<file path="src/rtl/rv32i_pkg.sv">
// rv32i shared definitions: funct3 encodings and load/store unit states.
package rv32i_pkg;

  localparam logic [2:0] F3_LB  = 3'b000;
  localparam logic [2:0] F3_LH  = 3'b001;
  localparam logic [2:0] F3_LW  = 3'b010;
  localparam logic [2:0] F3_LBU = 3'b100;
  localparam logic [2:0] F3_LHU = 3'b101;
  localparam logic [2:0] F3_SB  = 3'b000;
  localparam logic [2:0] F3_SH  = 3'b001;
  localparam logic [2:0] F3_SW  = 3'b010;

  typedef enum logic [1:0] {
    LSU_IDLE,
    LSU_ACCESS,
    LSU_DONE
  } lsu_state_t;

endpackage

</file>
<file path="src/rtl/lsu_align.sv">
// Byte-lane steering for rv32i loads/stores: strobes, store replication,
// load extraction/extension and legality/alignment checks.
module lsu_align
  import rv32i_pkg::*;
(
  input  logic        write_i,
  input  logic [2:0]  funct3_i,
  input  logic [1:0]  addr_i,
  input  logic [31:0] wdata_i,
  input  logic [31:0] rword_i,
  output logic [3:0]  wstrb_o,
  output logic [31:0] wdata_o,
  output logic [31:0] rdata_o,
  output logic        misaligned_o,
  output logic        illegal_o
);

  logic [7:0]  byte_sel;
  logic [15:0] half_sel;

  assign byte_sel = rword_i[{addr_i, 3'b000} +: 8];
  assign half_sel = addr_i[1] ? rword_i[31:16] : rword_i[15:0];

  always_comb begin
    wstrb_o      = 4'b0000;
    wdata_o      = 32'h0;
    rdata_o      = 32'h0;
    misaligned_o = 1'b0;
    illegal_o    = 1'b0;
    case (funct3_i)
      F3_LB: begin
        wstrb_o = 4'b0001 << addr_i;
        wdata_o = {4{wdata_i[7:0]}};
        rdata_o = {{24{byte_sel[7]}}, byte_sel};
      end
      F3_LH: begin
        misaligned_o = addr_i[0];
        wstrb_o = addr_i[1] ? 4'b1100 : 4'b0011;
        wdata_o = {2{wdata_i[15:0]}};
        rdata_o = {{16{half_sel[15]}}, half_sel};
      end
      F3_LW: begin
        misaligned_o = |addr_i;
        wstrb_o = 4'b1111;
        wdata_o = wdata_i;
        rdata_o = rword_i;
      end
      F3_LBU: begin
        illegal_o = write_i;
        rdata_o = {24'h0, byte_sel};
      end
      F3_LHU: begin
        illegal_o = write_i;
        misaligned_o = addr_i[0];
        rdata_o = {16'h0, half_sel};
      end
      default: illegal_o = 1'b1;
    endcase
    // loads never write: no strobes, no store data
    if (!write_i) begin
      wstrb_o = 4'b0000;
      wdata_o = 32'h0;
    end
  end

endmodule

</file>
<file path="src/rtl/load_store_unit.sv">
// rv32i data-memory stage: one load/store per handshake, word-addressed
// memory with byte strobes, extended write-back data for loads.
module load_store_unit
  import rv32i_pkg::*;
#(
  parameter int XLEN = 32,
  parameter int RD_W = 5
) (
  input  logic            clk,
  input  logic            rst,
  input  logic            req_valid,
  output logic            req_ready,
  input  logic            req_write,
  input  logic [2:0]      req_funct3,
  input  logic [XLEN-1:0] req_addr,
  input  logic [XLEN-1:0] req_wdata,
  input  logic [RD_W-1:0] req_rd,
  output logic            resp_valid,
  output logic            resp_we,
  output logic [RD_W-1:0] resp_rd,
  output logic [XLEN-1:0] resp_rdata,
  output logic            err_misaligned,
  output logic            err_illegal,
  output logic            mem_valid,
  input  logic            mem_ready,
  output logic            mem_we,
  output logic [3:0]      mem_wstrb,
  output logic [XLEN-1:0] mem_addr,
  output logic [XLEN-1:0] mem_wdata,
  input  logic [XLEN-1:0] mem_rdata
);

  lsu_state_t      state_q;
  logic            write_q;
  logic [2:0]      funct3_q;
  logic [1:0]      addr_lo_q;
  logic [RD_W-1:0] rd_q;

  logic            idle;
  logic            a_write;
  logic [2:0]      a_f3;
  logic [1:0]      a_lo;
  logic [3:0]      a_wstrb;
  logic [XLEN-1:0] a_wdata;
  logic [XLEN-1:0] a_rdata;
  logic            a_mis;
  logic            a_ill;

  assign idle      = (state_q == LSU_IDLE);
  assign req_ready = idle;

  // aligner sees the live request in IDLE, the latched one afterwards
  assign a_write = idle ? req_write        : write_q;
  assign a_f3    = idle ? req_funct3       : funct3_q;
  assign a_lo    = idle ? req_addr[1:0]    : addr_lo_q;

  lsu_align u_align (
    .write_i      (a_write),
    .funct3_i     (a_f3),
    .addr_i       (a_lo),
    .wdata_i      (req_wdata),
    .rword_i      (mem_rdata),
    .wstrb_o      (a_wstrb),
    .wdata_o      (a_wdata),
    .rdata_o      (a_rdata),
    .misaligned_o (a_mis),
    .illegal_o    (a_ill)
  );

  always_ff @(posedge clk or posedge rst) begin
    if (rst) begin
      state_q        <= LSU_IDLE;
      write_q        <= 1'b0;
      funct3_q       <= '0;
      addr_lo_q      <= '0;
      rd_q           <= '0;
      resp_valid     <= 1'b0;
      resp_we        <= 1'b0;
      resp_rd        <= '0;
      resp_rdata     <= '0;
      err_misaligned <= 1'b0;
      err_illegal    <= 1'b0;
      mem_valid      <= 1'b0;
      mem_we         <= 1'b0;
      mem_wstrb      <= '0;
      mem_addr       <= '0;
      mem_wdata      <= '0;
    end else begin
      unique case (state_q)
        LSU_IDLE: begin
          if (req_valid) begin
            write_q   <= req_write;
            funct3_q  <= req_funct3;
            addr_lo_q <= req_addr[1:0];
            rd_q      <= req_rd;
            if (a_ill || a_mis) begin
              state_q        <= LSU_DONE;
              resp_valid     <= 1'b1;
              resp_we        <= 1'b0;
              resp_rd        <= req_rd;
              resp_rdata     <= '0;
              err_illegal    <= a_ill;
              err_misaligned <= !a_ill;
            end else begin
              state_q   <= LSU_ACCESS;
              mem_valid <= 1'b1;
              mem_we    <= req_write;
              mem_wstrb <= a_wstrb;
              mem_addr  <= {req_addr[XLEN-1:2], 2'b00};
              mem_wdata <= a_wdata;
            end
          end
        end
        LSU_ACCESS: begin
          if (mem_ready) begin
            state_q    <= LSU_DONE;
            mem_valid  <= 1'b0;
            resp_valid <= 1'b1;
            resp_we    <= !write_q;
            resp_rd    <= rd_q;
            resp_rdata <= write_q ? '0 : a_rdata;
          end
        end
        LSU_DONE: begin
          state_q        <= LSU_IDLE;
          resp_valid     <= 1'b0;
          resp_we        <= 1'b0;
          resp_rd        <= '0;
          resp_rdata     <= '0;
          err_misaligned <= 1'b0;
          err_illegal    <= 1'b0;
        end
        default: state_q <= LSU_IDLE;
      endcase
    end
  end

endmodule
</file>
<file path="config.mk">
export PLATFORM = sky130hd
export DESIGN_NAME = load_store_unit
export DESIGN_NICKNAME = d
export VERILOG_FILES = /design/src/rtl/rv32i_pkg.sv /design/src/rtl/lsu_align.sv /design/src/rtl/load_store_unit.sv
export SDC_FILE = /design/constraint.sdc
export NUM_CORES = 1
export LEC_CHECK = 0
export BUFFER_PORTS_ARGS = -buffer_cell sky130_fd_sc_hd__buf_4
export CORE_ASPECT_RATIO = 0.9
export CORE_MARGIN = 5
export CORE_UTILIZATION = 40
export DETAILED_ROUTE_END_ITERATION = 6
export PLACE_DENSITY = 0.67
export SYNTH_ARGS = -nofsm -noshare
export SYNTH_HDL_FRONTEND = slang
export SYNTH_SLANG_ARGS = --single-unit
</file>
<file path="constraint.sdc">
create_clock -name clk -period 4.3 [get_ports clk]
set_input_delay 0.645 -clock clk [delete_from_list [all_inputs] [get_ports clk]]
set_output_delay 0.645 -clock clk [all_outputs]
set_load 0.02 [all_outputs]
</file>
After elaboration in Yosys (flattened, before gate mapping)

Index checks and enable logic that the tools add are counted.
W data, S select, Z words.

Add/subtract/negate cells: 0
$mul: 0
Div/mod/pow operators: 0
$lt $le $gt $ge: 0
Equality and inequality tests: 10
Shifts and indexed selects: 2
Muxes and demuxes: 43
Bitwise gates (word level): 1
Reductions and logical operators: 18

Operators by type and width:

| operator              | count |
|---|---|
| $pmux W32 S3          | 2 |
| $mux W32              | 5 |
| $pmux W32 S5          | 1 |
| $shiftx A32 B6 Y8     | 1 |
| $mux W16              | 1 |
| $mux W5               | 3 |
| $pmux W5 S3           | 1 |
| $mux W1               | 14 |
| $pmux W4 S3           | 1 |
| $pmux W1 S2           | 5 |
| $mux W2               | 4 |
| $mux W4               | 2 |
| $reduce_and A4 Y1     | 2 |
| $eq A3 B3 Y1 const B  | 2 |
| $ne A2 B2 Y1 const B  | 3 |
| $pmux W1 S3           | 2 |
| $reduce_and A3 Y1     | 2 |
| $reduce_or A2 Y1      | 3 |
| $pmux W2 S2           | 1 |
| $reduce_and A2 Y1     | 2 |
| $reduce_bool A2 Y1    | 2 |
| $shl A1 B2 Y4 const A | 1 |
| $eq A3 B1 Y1 const B  | 1 |
| $eq A3 B2 Y1 const B  | 1 |
| other kinds (11)      | 12 |

Bits in registers: 122
Latch bits: 0
Bits in writable memories: 0
ROM bits: 0
Input bits: 109
Logic and storage cells: 90
Memories: 0

Longest topological paths before layout

Depth after elaboration: 9
Depth in mapped cells: 12
Depth with buffers taken out: 7

By module

Synthesis repeated with hierarchy kept, for this count alone.

Cell total of the unflattened synthesis: 605
Area, all modules: 6,567.5 µm²

Modules (own cells, without submodules):

| module          | times used | cells each | area each (µm²) | seq. area each (µm²) |
|---|---|---|---|---|
| load_store_unit | 1          | 366        | 5,102.4         | 3,052.9 |
| lsu_align       | 1          | 239        | 1,465.2         | 0.0 |

Worst setup path before layout

OpenSTA, ideal clock, no wires.

Path kind: register -> register
From: register state_q[0]
To: register resp_rdata[13]
Setup time: 0.077 ns
Arrival: 2.340 ns
Data required time: 4.223 ns
Path slack: 1.883 ns
Stages on the path, launching flop included: 10
Buffers on the path: 2
Cell sequence: dfrtp_1 -> inv_1 -> ha_1 -> buf_4 -> mux2_4 -> mux2i_2 -> a2111oi_4 -> buf_6 -> a221oi_1 -> o21ai_1

Longest elaborated chain between the ends: 8
Elaborated cells between the ends (all ways): 29
Classes of those cells: eq/ne (9); shift (1); mux (10); reduce/logical (9)

Ends and longest elaborated chain:

| item                                                                      | RTL line               | RTL |
|---|---|---|
| from (decl)                                                               | load_store_unit.sv:33  | `lsu_state_t state_q;` |
| from (signal assigned)                                                    | load_store_unit.sv:72  | `state_q <= LSU_IDLE;` |
| from (signal assigned)                                                    | load_store_unit.sv:97  | `state_q <= LSU_DONE;` |
| from (signal assigned)                                                    | load_store_unit.sv:105 | `state_q <= LSU_ACCESS;` |
| $logic_not A2 Y1 *                                                        | load_store_unit.sv:49  | `assign idle = (state_q == LSU_IDLE);` |
| named net req_ready                                                       | load_store_unit.sv:12  | `output logic req_ready,` |
| parallel branches: the longest is 7 deep, another holds $shiftx A32 B6 Y8 | --                     |  |
| to (signal assigned)                                                      | load_store_unit.sv:121 | `resp_rdata <= write_q ? '0 : a_rdata;` |
| to (decl)                                                                 | load_store_unit.sv:21  | `output logic [XLEN-1:0] resp_rdata,` |

Mark *: on every way through the listed nets, which the timed path passes. The select of a mux whose other input is x is not followed.
A chain may end at the register's enable or synchronous reset.

Worst setup path after layout

From: register state_q[0]
To: register resp_rdata[10]

Longest elaborated chain between the ends: 8
Elaborated cells between the ends (all ways): 29
Classes of those cells: eq/ne (9); shift (1); mux (10); reduce/logical (9)

Ends and longest elaborated chain:

| item |
|---|
| parallel branches: the longest is 8 deep, another holds $shiftx A32 B6 Y8 |

Parallel ways; which one is timed is not known. The select of a mux whose other input is x is not followed.

==> results.tsv <==
metric	value	unit
outcome	completed	
number of flops mapped to enable cells by yosys	0	
Synth top area share	51.7	%
largest net degree at the start of global routing	88	
worst r2r src	state_q[0]	
I/O Buffers	218	
slowest cell delay on critical path	0.97	ns
synth top area cells	dfrtp_1 52%, mux2_2 8.4%, nand2_1 8.1%, o21ai_0 4.6%, a211oi_1 2.5%	
Post-synth ARST share	100	%
hpwl dp	13900	µm
Worst Path Required	4.59	ns
nature of the critical path startpoint	flop	
arrival time worst endpoint	3.67	ns
CTS tree	done	
final slew viol count	0	
final setup violation count	0	
htree depth	4	
clk buf depth	2	
Clock Latency Late Sink	0.42	ns
GRT met2 Usage	34.5	%
fin crit share	78.6	%
Synthesis Warnings	0	
number of detailed-route iterations in the first pass	5	
max frequency	296	MHz
GR Util met1	26.4	%
Leak	3.85	nW
Min Clock Period, post-route	3.38	ns
critical path, cell by cell	inv_1 -> ha_1 -> mux2i_1 -> nor2_1 -> a221oi_1 -> o21ai_0	
initial antenna violation count	0	
Post-synth top cells	127 x nand2_1, 122 x dfrtp_1, 54 x o21ai_0, 44 x mux2_2, 28 x o21ai_1	
die area	17300	µm²
CP endpoint kind	flop	
vias per cell	5.31	
critical path's top delay family	multiplexers	
Clock Sinks	122	
setup_tns	0	ns
RSZ-0062 raised after global routing	false	
crit path kind	flop to flop	
CTS Buf Count	17	
setup bufs post-CTS	0	
placed instance count	977	
cells after synthesis	590	
worst min-delay path class	primary input to asynchronous set/reset pin	
post-route non-filler standard cell count	1009	
first-pass GRT wire length	29100	µm
GR Overflow Total	0	
crit path from	state_q[0]	
Max-Slew Margin vs Limit	26.4	%
most numerous cell in the Yosys netlist	nand2_1	
layout cell share with drive strength beyond 1	39.2	%
Initial DRC Count	322	
Cell variety after synth	52	
Clk pin slew, worst setup/hold paths	0.06	ns
total core area	14600	µm²
grt peak-use layer	met2	
Die X	138	µm
DR vias	5360	
Initial Utilization	40.4	%
DIE HEIGHT	125	µm
WL final	18300	µm
Resize count post-CTS	0	
measured slew at the worst slew-check pin	1.07	ns
power density over the cells	704	nW/µm²
Clk Tree Root Cell	clkbuf_16	
n_diodes	0	
per-cell routed wire length	18.2	µm
slowest CP cell	mux2i_1	
hold slack	0.404	ns
Antenna Violating Nets Remaining	0	
max-cap viol count	0	
Finished Cell Area	8250	µm²
Main synth FF type	dfrtp_1	
Residual DRC	0	
cts hold-fix bufs	0	
CP max FO	24	
GR met3 Demand/Resource	5.88	%
flops & latches, synth	122	
Boundary Pins	221	
Hold Vio Cnt, Final	0	
post-synth top area cell	dfrtp_1	
routability cong.	0.855	
Total GRT Usage	20.8	%
Synth Area per Inst	10.0	µm²
Worst Skew	0.00529	ns
post-layout net count	911	
Cell Area, Synth	5900	µm²
std cell rows	42	
Buffers & Inverters on Critical Path	1	
register area share after synthesis	51.7	%
placed instance area	7670	µm²
Area Growth Syn to Fin	39.8	%
vias in the first global route	5412	
Worst VDD drop	0.349	mV
## cell usage in the layout (no fill, tap or decap), types with 2 or more instances in the layout
master | netlist | layout
nand2b_1 | 2 | 2
nor2_1 | 13 | 13
nor3_1 | 6 | 6
nand3_1 | 4 | 4
mux2_2 | 44 | 44
a221oi_1 | 16 | 16
a21oi_1 | 27 | 27
inv_1 | 7 | 6
a32o_1 | 2 | 2
o21ai_0 | 54 | 54
o211ai_1 | 2 | 2
dfrtp_1 | 122 | 122
mux2i_1 | 5 | 5
inv_6 | 0 | 5
clkbuf_16 | 0 | 17
clkinvlp_4 | 0 | 2
o21ai_1 | 28 | 27
buf_4 | 6 | 227
nor3_2 | 2 | 2
nor3b_1 | 3 | 3
a22oi_1 | 19 | 19
conb_1 | 1 | 2
inv_8 | 0 | 6
a31oi_1 | 5 | 5
and2_1 | 2 | 2
nor2b_1 | 12 | 12
nand2_1 | 127 | 127
ha_1 | 4 | 4
a211oi_1 | 20 | 20
a22o_1 | 2 | 2
## metal layers
metal  part of all wire [%]  wire length [µm]
met4                    1.6               300
met3                    5.8              1060
met2                     50              9180
met1                     43              7790
met5                      0                 0
## logic make-up after synthesis
group	after synthesis	share of synthesized area, %
AND/OR/NAND/NOR	176	12.9
adder cells (fa/ha/maj)	4	0.848
buffers and inverters	46	3.99
multiplexers	51	9.73
other	1	0.0636
flip-flops	122	51.7
AO/OA/AOI/OAI	190	20.7
## power breakdown
part	total (mW)	switching [mW]	internal [mW]
sequential	1.74	0.234	1.51
clock	1.37	0.595	0.773
combinational	2.69	1.59	1.10
## state kept, by name, indices dropped and copies added, names as in the netlist
register        cells
mem_wdata          32
resp_rdata         32
mem_addr           30
rd_q                5
resp_rd             5
mem_wstrb           4
funct3_q            3
addr_lo_q           2
state_q             2
err_illegal         1
err_misaligned      1
mem_valid           1
mem_we              1
resp_valid          1
resp_we             1
write_q             1
## through the flow
| stage | utilization, % | setup slack (ns) | power [mW] |
|---|---|---|---|
| after global placement | 52.5 | 1.14 | 4.39 |
| after floorplan | - | 0.412 | 3.49 |
| after detailed placement | 52.5 | 0.984 | 4.47 |
| after global routing | 56.4 | 0.675 | 6.16 |
| final | 56.4 | 0.920 | 5.80 |
| after CTS | 56.4 | 0.970 | 5.85 |
## cell type report
type | count | area [µm²]
clock inverter | 15 | 151
sequential | 122 | 3050
tap | 198 | 248
clock buffer | 17 | 425
inverter | 7 | 28.8
timing repair buffer | 227 | 1700
fill | 1329 | 6360
multi-input combinational | 423 | 2640
## path summary, 6_finish.rpt
kind,to,slack (ns),cells after the start
max in group asynchronous,mem_addr[3],2.99,3
min reg2reg,mem_wdata[0],0.48,2
max,resp_rdata[10],0.92,6
max reg2reg,resp_rdata[10],0.92,6
min in group clk,mem_addr[9],0.46,2
min,resp_rdata[21],0.40,2
Power figures use the tool's default switching activity.
